$ cat src/rtl/async_fifo_pkg.sv
// Shared async-FIFO helpers: pointer geometry and Gray/binary conversion,
// used by both the write- and read-side pointer handlers.
package async_fifo_pkg;

    localparam int unsigned CODE_W = 32;

    function automatic int unsigned fifo_depth(input int unsigned addr_size);
        return 32'd1 << addr_size;
    endfunction

    // One extra pointer bit distinguishes full from empty when the address bits match.
    function automatic int unsigned ptr_width(input int unsigned addr_size);
        return addr_size + 32'd1;
    endfunction

    function automatic logic [CODE_W-1:0] bin2gray(input logic [CODE_W-1:0] b);
        return b ^ (b >> 1);
    endfunction

    function automatic logic [CODE_W-1:0] gray2bin(input logic [CODE_W-1:0] g);
        logic [CODE_W-1:0] b;
        b = '0;
        for (int i = 0; i < CODE_W; i++) begin
            b[i] = ^(g >> i);
        end
        return b;
    endfunction

endpackage

$ cat src/rtl/write_pointer_ctrl_v2_gray_to_bin.sv
// Combinational Gray-to-binary converter for a synchronised pointer.
module gray_to_bin
    import async_fifo_pkg::*;
#(
    parameter int unsigned WIDTH = 9
) (
    input  logic [WIDTH-1:0] i_gray,
    output logic [WIDTH-1:0] o_bin
);

    assign o_bin = WIDTH'(gray2bin(CODE_W'(i_gray)));

endmodule

$ cat src/rtl/write_pointer_ctrl_v2.sv
// Write-side pointer handler of an async FIFO: binary/Gray write pointer,
// registered full / almost-full / level flags and a sticky overflow flag.
module write_pointer_ctrl_v2
    import async_fifo_pkg::*;
#(
    parameter int unsigned ADDR_SIZE = 8,
    parameter int unsigned AF_RESET  = (32'd1 << ADDR_SIZE) - 32'd2
) (
    input  logic               wclk,
    input  logic               wrst_n,
    input  logic               wr_en,
    input  logic [ADDR_SIZE:0] g_r_ptr_sync,
    input  logic               af_thresh_wr,
    input  logic [ADDR_SIZE:0] af_thresh,
    input  logic               ovf_clr,
    output logic [ADDR_SIZE:0] b_w_ptr,
    output logic [ADDR_SIZE:0] g_w_ptr,
    output logic               wr_ack,
    output logic               full,
    output logic               almost_full,
    output logic [ADDR_SIZE:0] wr_level,
    output logic               overflow
);

    localparam int unsigned DEPTH = fifo_depth(ADDR_SIZE);
    localparam int unsigned PTR_W = ptr_width(ADDR_SIZE);

    logic [PTR_W-1:0] r_b_w_ptr;
    logic [PTR_W-1:0] r_g_w_ptr;
    logic             r_wr_ack;
    logic             r_full;
    logic             r_almost_full;
    logic [PTR_W-1:0] r_wr_level;
    logic             r_overflow;
    logic [PTR_W-1:0] r_thr;

    logic             w_accept;
    logic [PTR_W-1:0] w_b_next;
    logic [PTR_W-1:0] w_b_r;
    logic [PTR_W-1:0] w_level_next;
    logic             w_full_next;
    logic             w_af_next;
    logic [PTR_W-1:0] w_thr_load;

    gray_to_bin #(
        .WIDTH (PTR_W)
    ) u_rptr_g2b (
        .i_gray (g_r_ptr_sync),
        .o_bin  (w_b_r)
    );

    assign w_accept     = wr_en & ~r_full;
    assign w_b_next     = r_b_w_ptr + {{ADDR_SIZE{1'b0}}, w_accept};
    assign w_level_next = w_b_next - w_b_r;
    assign w_full_next  = (w_b_next[ADDR_SIZE] != w_b_r[ADDR_SIZE]) &&
                          (w_b_next[ADDR_SIZE-1:0] == w_b_r[ADDR_SIZE-1:0]);
    assign w_af_next    = (w_level_next >= r_thr);

    // A threshold of zero or beyond the FIFO depth is meaningless; pin it to DEPTH.
    assign w_thr_load = ((af_thresh == '0) || (af_thresh > PTR_W'(DEPTH))) ?
                        PTR_W'(DEPTH) : af_thresh;

    // Flags are recomputed every edge so read progress alone can release full.
    always_ff @(posedge wclk) begin
        if (!wrst_n) begin
            r_b_w_ptr     <= '0;
            r_g_w_ptr     <= '0;
            r_wr_ack      <= 1'b0;
            r_full        <= 1'b0;
            r_almost_full <= 1'b0;
            r_wr_level    <= '0;
            r_overflow    <= 1'b0;
            r_thr         <= PTR_W'(AF_RESET);
        end else begin
            r_b_w_ptr     <= w_b_next;
            r_g_w_ptr     <= PTR_W'(bin2gray(CODE_W'(w_b_next)));
            r_wr_ack      <= w_accept;
            r_full        <= w_full_next;
            r_almost_full <= w_af_next;
            r_wr_level    <= w_level_next;
            if (wr_en && r_full) begin
                r_overflow <= 1'b1;
            end else if (ovf_clr) begin
                r_overflow <= 1'b0;
            end
            if (af_thresh_wr) begin
                r_thr <= w_thr_load;
            end
        end
    end

    assign b_w_ptr     = r_b_w_ptr;
    assign g_w_ptr     = r_g_w_ptr;
    assign wr_ack      = r_wr_ack;
    assign full        = r_full;
    assign almost_full = r_almost_full;
    assign wr_level    = r_wr_level;
    assign overflow    = r_overflow;

endmodule

$ cat config.mk
export PLATFORM = sky130hd
export DESIGN_NAME = write_pointer_ctrl_v2
export DESIGN_NICKNAME = d
export VERILOG_FILES = /design/src/rtl/async_fifo_pkg.sv /design/src/rtl/write_pointer_ctrl_v2_gray_to_bin.sv /design/src/rtl/write_pointer_ctrl_v2.sv
export SDC_FILE = /design/constraint.sdc
export NUM_CORES = 1
export LEC_CHECK = 0
export ABC_AREA = 0
export BUFFER_PORTS_ARGS = -buffer_cell sky130_fd_sc_hd__buf_2
export CORE_MARGIN = 2
export CORE_UTILIZATION = 50
export CTS_CLUSTER_DIAMETER = 60
export CTS_CLUSTER_SIZE = 40
export DETAILED_ROUTE_END_ITERATION = 7
export PLACE_DENSITY_LB_ADDON = 0.3
export SYNTH_ARGS = -nofsm -noshare
export SYNTH_HDL_FRONTEND = slang
export SYNTH_SLANG_ARGS = --single-unit
$ cat constraint.sdc
create_clock -name wclk -period 5.59 [get_ports wclk]
set_clock_uncertainty 0.15 [all_clocks]
set_input_delay 1.3975 -clock wclk [delete_from_list [all_inputs] [get_ports wclk]]
set_output_delay 1.3975 -clock wclk [all_outputs]
set_load 0.005 [all_outputs]
==> flow_summary.yaml <==
critical_path:
  cp-start-kind: "input pin"
  required_ps: 5620
  end_kind: "flop"
  crit_type: "input pin to flop"
  arrival_ps: 5110
  crit_path_max_fanout: 4
clock_network:
  post-cts-setup-buffers: 0
  clockBufferDepth: 2
  insertion_delay_ps: 290
  cts_resized: 0
  cts.sinks: 39
  tritoncts: "done"
  cts_hold_buf: 0
  clk_root_buffer_cell: "clkbuf_8"
  cts_max_level: 2
  cts_made_buffers: 5
  clkSlewWorstSetupHoldPaths_ps: 70
placed_design:
  dp_slack_ps: 228
  dpl_cell_area_mm2: 0.00261
  io_buffers: 53
  dpl.hpwl_um: 3500
  gp_congestion: 0.863
layout:
  fin_area_mm2: 0.00269
  nNetsFinal: 334
  syn2layout_area_growth_pct: 16.4
  layout_common_cells: "buf_2, dfxtp_1, inv_1, and2_1"
  fillers: 364
  seq_area_um2: 781
  final_util: 0.609
  drive_gt1_frac: 0.250
  multi_input_area_mm2: 0.00139
  num_antenna_cells: 0
  final_common_cell: "buf_2"
synth:
  ys_warn_count: 0
  yosysSeqAreaShare: 0.338
  synth_area_mm2: 0.00231
  synth_nets: 283
  synth_flop_cell: "dfxtp_1"
  synth_edf_count: 0
  syn_inst: 240
  ys_seq_elements: 39
  synthDistinctLibCells: 45
  avgSynthCellArea_um2: 9.63
  async_flop_share: 0
timing:
  hold_viol: 0
  whs_ps: 350
  tns_ps: 0
  finalMaxSlewViolations: 0
  final.setup.worst_slack_ps: 506
  worst_pin_slew_ps: 669
  slew_headroom: 0.553
  min_period_ps: 5080
  fmax_ghz: 0.197
  min_period_over_period: 0.909
  rsz0062_at_grt: "false"
  setup_viol: 0
floorplan:
  die_y_um: 72.0
  die_w_um: 72.0
  num_rows: 24
  start_util: 0.524
  die_area_mm2: 0.00518
  core_area_mm2: 0.00441
  ios: 54
detailed_routing:
  vias: 1708
  routed_wl_um: 4450
  viasPerCell: 4.97
  ant_nets: 0
  drt_iter0_drc: 40
  post_drt_wl_per_cell_um: 12.9
  dr.pass1.iters: 4
  drc: 0
global_route:
  grt_pass1_vias: 1661
  grt_pass1_wl_um: 7420
  grt_usage: 0.185
  antenna_found_initial: 0
  grt_max_degree: 40
  grt.overflow.total: 0
power_and_ir_drop:
  power.density_mw_per_mm2: 293
  vdd_ir_drop_max_uv: 216
  leakagePower_nw: 1.36
outcome:
  status: "completed"
flow_run:
  drv_cap: 0
worst_hold_path:
  hp-class: "flop to flop"
[critical path, stage by stage]
cell     delay (ps)
buf_2           110
xnor2_2         320
xor3_2          520
xnor2_4         250
xnor2_2         120
xnor2_1         280
xnor2_1         120
ha_1            210
fa_1            420
xnor2_1         160
xnor2_1         220
ha_1            270
a21o_1          150
a21oi_1         160
nor2b_1          60
o21ai_0         150
a21o_1          130
a21oi_1          50
[Yosys cell counts, types with 2 or more instances]
cell       n  area, µm²
dfxtp_1   39        781
inv_1     23       86.3
and2_1    20        125
ha_1      19        238
nand2_1   19       71.3
xnor2_1   16        140
xor2_1    11       96.3
nor2b_1   10       62.6
a21oi_1    8       40.0
clkbuf_1   7       26.3
o221ai_1   7       61.3
nand3_1    5       25.0
nor2_1     5       18.8
o21ai_0    4       20.0
a21boi_0   3       22.5
a21o_1     3       22.5
nand2b_1   3       18.8
nor4_1     3       18.8
xnor2_2    3       48.8
a21boi_1   2       15.0
a221o_1    2       20.0
and3_1     2       12.5
nand4_1    2       12.5
xnor3_1    2       45.0
xor3_2     2       50.1
[per-layer routing]
metal,share of wire,global-route usage
met2,0.48,0.306
met4,0.011,0.0629
met5,0,0
met3,0.039,0.0472
met1,0.47,0.236
[cell type report]
cell class | count | area share
multi-input cells | 167 | 0.518
flip-flops and latches | 39 | 0.290
repair buffers | 54 | 0.101
inverters | 24 | 0.0344
clock buffers | 6 | 0.0270
well taps | 52 | 0.0242
clock inverters | 2 | 0.00465
[state kept, by name, indices dropped and copies added, names as in the netlist]
name / count
overflow: 1
b_w_ptr: 9
wr_level: 9
almost_full: 1
wr_ack: 1
r_thr: 9
g_w_ptr: 8
full: 1
[report_power, final]
group / total [mW] / switching (mW) / internal (mW)
logic: 0.290 / 0.147 / 0.143
registers: 0.315 / 0.00875 / 0.306
clock network: 0.183 / 0.0962 / 0.0871
total: 0.789 / 0.252 / 0.536
[final timing paths]
kind                                       startpoint                endpoint  slack, ps  cells after the start
worst max register to register        full$_SDFF_PN0_  almost_full$_SDFF_PN0_       2110                     14
worst max-delay path                  g_r_ptr_sync[7]  almost_full$_SDFF_PN0_        510                     18
worst min register to register  overflow$_SDFFE_PN0P_   overflow$_SDFFE_PN0P_        350                      2
worst min-delay path            overflow$_SDFFE_PN0P_   overflow$_SDFFE_PN0P_        350                      2
[per-stage QoR]
step / power, mW / std cells
6_report: 0.789 / 344
5_1_grt: 0.841 / 344
4_1_cts: 0.798 / 344
3_5_place_dp: 0.613 / 336
3_3_place_gp: 0.605 / 336
2_1_floorplan: 0.533 / 240
[cells by family after synthesis]
| family | synth area share |
|---|---|
| xor+xnor | 0.199 |
| simple gates | 0.171 |
| fa+ha+maj | 0.112 |
| compound gates | 0.118 |
| buf+inv | 0.0590 |
| mux | 0.00433 |
| flops | 0.338 |
Note: power is estimated with default switching activity, not from simulation.
